`config.mk`:
```
export PLATFORM = sky130hd
export DESIGN_NAME = imem_boot_loader
export DESIGN_NICKNAME = d
export VERILOG_FILES = /design/src/rtl/imem_boot_loader.sv
export SDC_FILE = /design/constraint.sdc
export NUM_CORES = 2
export LEC_CHECK = 0
export BUFFER_PORTS_ARGS = -buffer_cell sky130_fd_sc_hd__buf_2
export CAP_MARGIN = 10
export CORE_ASPECT_RATIO = 0.75
export CORE_MARGIN = 2
export CORE_UTILIZATION = 25
export DETAILED_ROUTE_END_ITERATION = 8
export GPL_TIMING_DRIVEN = 0
export MAX_ROUTING_LAYER = met4
export PLACE_DENSITY = 0.39
export SLEW_MARGIN = 10
export SYNTH_ARGS = -nofsm -noshare
export SYNTH_HDL_FRONTEND = slang
export SYNTH_SLANG_ARGS = --single-unit
```
`constraint.sdc`:
```
create_clock -name clk -period 3.9 [get_ports clk]
set_input_delay 0.195 -clock clk [delete_from_list [all_inputs] [get_ports clk]]
set_output_delay 0.195 -clock clk [all_outputs]
set_load 0.02 [all_outputs]
```
`src/rtl/imem_boot_loader.sv`:
```
// Byte-stream boot loader: assembles little-endian words into instruction RAM, then releases the core.
// Optional checksum byte after the image is enabled by defining IMEM_BOOT_CHECKSUM_EN.
module imem_boot_loader #(
  parameter int I_ADDR_BITS = 6,
  parameter int INSTR_SIZE  = 32
) (
  input  logic                   clk,
  input  logic                   rst_n,
  input  logic                   rx_valid,
  input  logic [7:0]             rx_data,
  output logic                   rx_ready,
  input  logic                   reload,
  input  logic [I_ADDR_BITS-1:0] i_mem_addr,
  output logic [INSTR_SIZE-1:0]  i_mem_data,
  output logic                   cpu_rst_n,
  output logic                   load_done,
  output logic                   load_err
);

  localparam int DEPTH = 2 ** I_ADDR_BITS;
  localparam int LEN_W = I_ADDR_BITS + 1;

`ifdef IMEM_BOOT_CHECKSUM_EN
  typedef enum logic [2:0] {S_LEN, S_DATA, S_CSUM, S_RUN, S_ERR} state_t;
`else
  typedef enum logic [2:0] {S_LEN, S_DATA, S_RUN, S_ERR} state_t;
`endif

  state_t                 state;
  logic [LEN_W-1:0]       len;
  logic [1:0]             byte_cnt;
  logic [I_ADDR_BITS-1:0] word_ptr;
  logic [23:0]            lanes;
  logic                   accept;
  logic                   hdr_bad;
  logic                   last_word;
  logic                   ram_we;
  logic [INSTR_SIZE-1:0]  ram [DEPTH];
`ifdef IMEM_BOOT_CHECKSUM_EN
  logic [7:0]             csum;
`endif

  always_comb begin
    rx_ready = 1'b0;
    case (state)
      S_LEN, S_DATA: rx_ready = 1'b1;
`ifdef IMEM_BOOT_CHECKSUM_EN
      S_CSUM:        rx_ready = 1'b1;
`endif
      default:       rx_ready = 1'b0;
    endcase
  end

  assign accept    = rx_valid && rx_ready;
  assign hdr_bad   = (rx_data == '0) || (32'(rx_data) > DEPTH);
  assign last_word = (byte_cnt == 2'd3) && (LEN_W'(word_ptr) == len - LEN_W'(1));
  // reload wins over a coincident byte, so the RAM write is suppressed too
  assign ram_we    = accept && !reload && (state == S_DATA) && (byte_cnt == 2'd3);

  always_ff @(posedge clk) begin
    if (ram_we) ram[word_ptr] <= {rx_data, lanes};
  end

  always_ff @(posedge clk or negedge rst_n) begin
    if (!rst_n) begin
      state     <= S_LEN;
      len       <= '0;
      byte_cnt  <= '0;
      word_ptr  <= '0;
      lanes     <= '0;
      cpu_rst_n <= 1'b0;
      load_done <= 1'b0;
      load_err  <= 1'b0;
`ifdef IMEM_BOOT_CHECKSUM_EN
      csum      <= '0;
`endif
    end else if (reload) begin
      state     <= S_LEN;
      len       <= '0;
      byte_cnt  <= '0;
      word_ptr  <= '0;
      lanes     <= '0;
      cpu_rst_n <= 1'b0;
      load_done <= 1'b0;
      load_err  <= 1'b0;
`ifdef IMEM_BOOT_CHECKSUM_EN
      csum      <= '0;
`endif
    end else begin
      case (state)
        S_LEN: begin
`ifdef IMEM_BOOT_CHECKSUM_EN
          csum <= '0;
`endif
          if (accept) begin
            if (hdr_bad) begin
              state    <= S_ERR;
              load_err <= 1'b1;
            end else begin
              len      <= LEN_W'(rx_data);
              word_ptr <= '0;
              byte_cnt <= '0;
              state    <= S_DATA;
            end
          end
        end
        S_DATA: begin
          if (accept) begin
            byte_cnt <= byte_cnt + 2'd1;
`ifdef IMEM_BOOT_CHECKSUM_EN
            csum     <= csum ^ rx_data;
`endif
            case (byte_cnt)
              2'd0: lanes[7:0]   <= rx_data;
              2'd1: lanes[15:8]  <= rx_data;
              2'd2: lanes[23:16] <= rx_data;
              default: begin
                word_ptr <= word_ptr + 1'b1;
                if (last_word) begin
`ifdef IMEM_BOOT_CHECKSUM_EN
                  state     <= S_CSUM;
`else
                  state     <= S_RUN;
                  cpu_rst_n <= 1'b1;
                  load_done <= 1'b1;
`endif
                end
              end
            endcase
          end
        end
`ifdef IMEM_BOOT_CHECKSUM_EN
        S_CSUM: begin
          if (accept) begin
            if (rx_data == csum) begin
              state     <= S_RUN;
              cpu_rst_n <= 1'b1;
              load_done <= 1'b1;
            end else begin
              state    <= S_ERR;
              load_err <= 1'b1;
            end
          end
        end
`endif
        S_RUN: begin
          cpu_rst_n <= 1'b1;
          load_done <= 1'b1;
        end
        default: begin
          cpu_rst_n <= 1'b0;
          load_done <= 1'b0;
          load_err  <= 1'b1;
        end
      endcase
    end
  end

  // addresses at or beyond len read as zero so stale RAM from an earlier image never leaks
  always_comb begin
    i_mem_data = '0;
    if ((state == S_RUN) && (LEN_W'(i_mem_addr) < len)) i_mem_data = ram[i_mem_addr];
  end

endmodule

```
==> summary.md <==
| Metric | Value |
|---|---|
| Status | `finished, violations left` |
| Violations in the final reports | `setup timing` |
| Final setup viols | `3` |
| CP Data Arrival Time | `3800 ps` |
| Filler cells | `31080` |
| Total wire length | `319.0 mm` |
| Syn Nets | `3938` |
| Total die area | `327600 µm²` |
| Setup crit start kind | `input pin` |
| First-pass GRT wire length | `417.5 mm` |
| Reg2reg start | `state[1]$_DFFE_PN0P_` |
| Number of max-cap violations | `0` |
| DPL Wire Length | `223.3 mm` |
| Crit-path max FO | `10` |
| CP endpoint kind | `output port` |
| Number of port buffers | `51` |
| Most common cell after layout, fill and taps aside | `edfxtp_1` |
| Total GRT Usage | `19.75%` |
| Routability Congestion | `0.8326` |
| Final hold slack | `50.89 ps` |
| Root buf cell | `clkbuf_16` |
| Power Total | `48.75 mW` |
| Unique masters post-synth | `64` |
| Worst skew pair latency | `870 ps` |
| Mapped Area | `80760 µm²` |
| Register area | `62640 µm²` |
| Number of synthesized flops with an enable pin | `2048` |
| Pin count of the biggest net entering global routing | `69` |
| WP data required | `3700 ps` |
| Peak VDD IR | `0.3390 mV` |
| GRT overflow | `0` |
| CTS tree | `done` |
| Max_slew headroom | `5.220%` |
| Core area | `321200 µm²` |
| Async S/R FF share, synth | `2.056%` |
| Drt wl/cell | `36.18 µm` |
| Vias in the first global route | `42740` |
| Pwr/cell area | `494.4 nW/µm²` |
| Clock buffer depth | `4` |
| Initial antenna violation count | `27` |
| Final nets | `4400` |
| Final hold viol count | `0` |
| Pins Over Slew Limit | `0` |
| CTS clock-pin slew for the worst setup and hold paths | `60 ps` |
| Vias per cell | `5.039` |
| Flops & latches, synth | `2091` |
| Starting Density | `25.15%` |
| Mapped Cells | `3906` |
| R2r setup slk | `90 ps` |
| Dominant synthesized flop cell | `edfxtp_1` |
| Top achievable clock speed | `250.5 MHz` |
| Layout Skew | `40.02 ps` |
| Rows | `180` |
| Hold Path Class | `in -> async` |
| R2r endpoint | `ram[58][18]$_DFFE_PP_` |
| Tcrit/Tclk final | `102.4%` |
| Share of cells above drive strength 1 | `28.57%` |
| Seq/Total Area, Yosys | `77.48%` |
| Area growth syn-to-layout | `22.11%` |
| Via count | `44430` |
| Chip Width | `660.3 µm` |
| Fin util | `30.71%` |
| RSZ-0062 raised after global routing | `yes` |
| TritonRoute pass-1 iters | `5` |
| CP Class | `in -> out` |
| H-tree depth | `4` |
| CTS sink count | `2091` |
| Cts bufs inserted | `216` |
| Final ANT Viol Nets | `0` |
| Mean post-synth cell area | `20.68 µm²` |
| Remaining DRCs | `0` |
| Multi-input gate area | `18200 µm²` |
| Yosys warnings | `0` |
| Highest-count cells in the layout ignoring fill and taps | `edfxtp_1 (2048), mux4_2 (390), mux2i_1 (296)` |
| Fin crit period | `3992 ps` |
| Die height | `496.2 µm` |
| I/O pins | `54` |
| Final worst slack | `-92.03 ps` |
| Worst Reg-to-Reg Cells | `9` |
| Pleak | `31.24 nW` |
| Initial drt markers | `6483` |
| Least-Margin Pin Slew | `1422 ps` |
through the flow:
| step | setup WS [ps] | TNS (ps) | area [µm²] | instances |
|---|---|---|---|---|
| floorplan | 650.3 | 0 | 80760 | 3906 |
| detailed placement | -2764 | -51890 | 90580 | 8399 |
| global placement | -3486 | -5801220 | 86370 | 8234 |
| global route | -55.74 | -81.94 | 98590 | 8806 |
| finish | -92.03 | -147.5 | 98620 | 8816 |
| CTS | -26.63 | -29.85 | 98300 | 8796 |
synthesized netlist by cell type, types with 8 or more instances:
cell type  count  area share, %
a21oi_1       37           0.23
nand3_1       65           0.40
buf_1         34           0.16
a211oi_1      13           0.12
dfrtp_1       43            1.3
buf_4         13           0.12
nor3_1        17           0.11
o211ai_1      10          0.093
edfxtp_1    2048             76
a31oi_1       26           0.20
mux2_2         9           0.13
nand4_1        8          0.062
inv_1         14          0.065
a22oi_1      157            1.5
mux4_2       390             11
o22ai_1       12          0.093
a221o_1       19           0.24
o21ai_0       81           0.50
nor2_1       135           0.63
a221oi_1      48           0.52
mux2i_1      298            3.7
o31ai_1        9          0.084
nor2b_1       17           0.13
clkbuf_1      97           0.45
ha_1          14           0.22
nand2_1      131           0.61
buf_2         73           0.45
how the worst max path moves through the flow:
stage	end	from
final	i_mem_data[31]	i_mem_addr[4]
after floorplan	ram[55][0]$_DFFE_PP_	state[1]$_DFFE_PN0P_
after global routing	i_mem_data[8]	len[2]$_DFFE_PN0P_
after detailed placement	i_mem_data[17]	i_mem_addr[3]
after global placement	ram[15][22]$_DFFE_PP_	state[1]$_DFFE_PN0P_
after CTS	i_mem_data[19]	len[2]$_DFFE_PN0P_
critical path, stage by stage:
cell and delay, ps:
buf_2 110, clkbuf_2 510, clkbuf_4 600, buf_2 550, clkbuf_4 550, nand3_1 350, o21ai_1 430, o32ai_4 220
buf_2 210
what timing repair did:
action	CTS	global route
endpoints found under the hold margin	428	65
pin swaps	10	7
buffers inserted	9	9
endpoints found under the setup margin	74	85
resized for setup	284	58
hold buffers	12	1
state kept, by name, summed over array words and instances, names as in the netlist:
name       flops
ram         2048
load_err       1
load_done      1
len            7
byte_cnt       2
state          2
lanes         24
word_ptr       6
cell type report:
cell class,instances,share of cell area [%]
tap,4277,5.426
antenna,10,0.02537
clock inverter,105,1.006
clock buffer,274,5.777
timing repair buffer,247,4.235
multi-input combinational,1574,18.45
buffer,221,1.496
inverter,17,0.06851
sequential,2091,63.52
metal layers:
layer / part of all wire [%] / GRT usage (%) / vias to the layer above / wire, µm
met5: 0 / - / - / 0
met3: 8.2 / 3.614 / 376 / 26000
met1: 48 / 30.03 / 24650 / 153200
li1: - / - / 17290 / -
met2: 42 / 27.10 / 2111 / 132500
met4: 2.3 / 4.365 / 0 / 7273
report_power, final:
group | internal (mW) | switching [mW] | total, mW
Clock | 11.5 | 8.99 | 20.4
Sequential | 24.9 | 0.268 | 25.2
Combinational | 0.955 | 2.16 | 3.12
cell families after synthesis:
logic type      Yosys count  synth area share (%)
mux                     697                 14.70
flops                  2091                 77.48
xor+xnor                  8               0.08676
simple gates            412                 2.276
buf+inv                 241                 1.359
fa+ha+maj                14                0.2169
compound gates          443                 3.883
(Power assumes the default switching activity.)
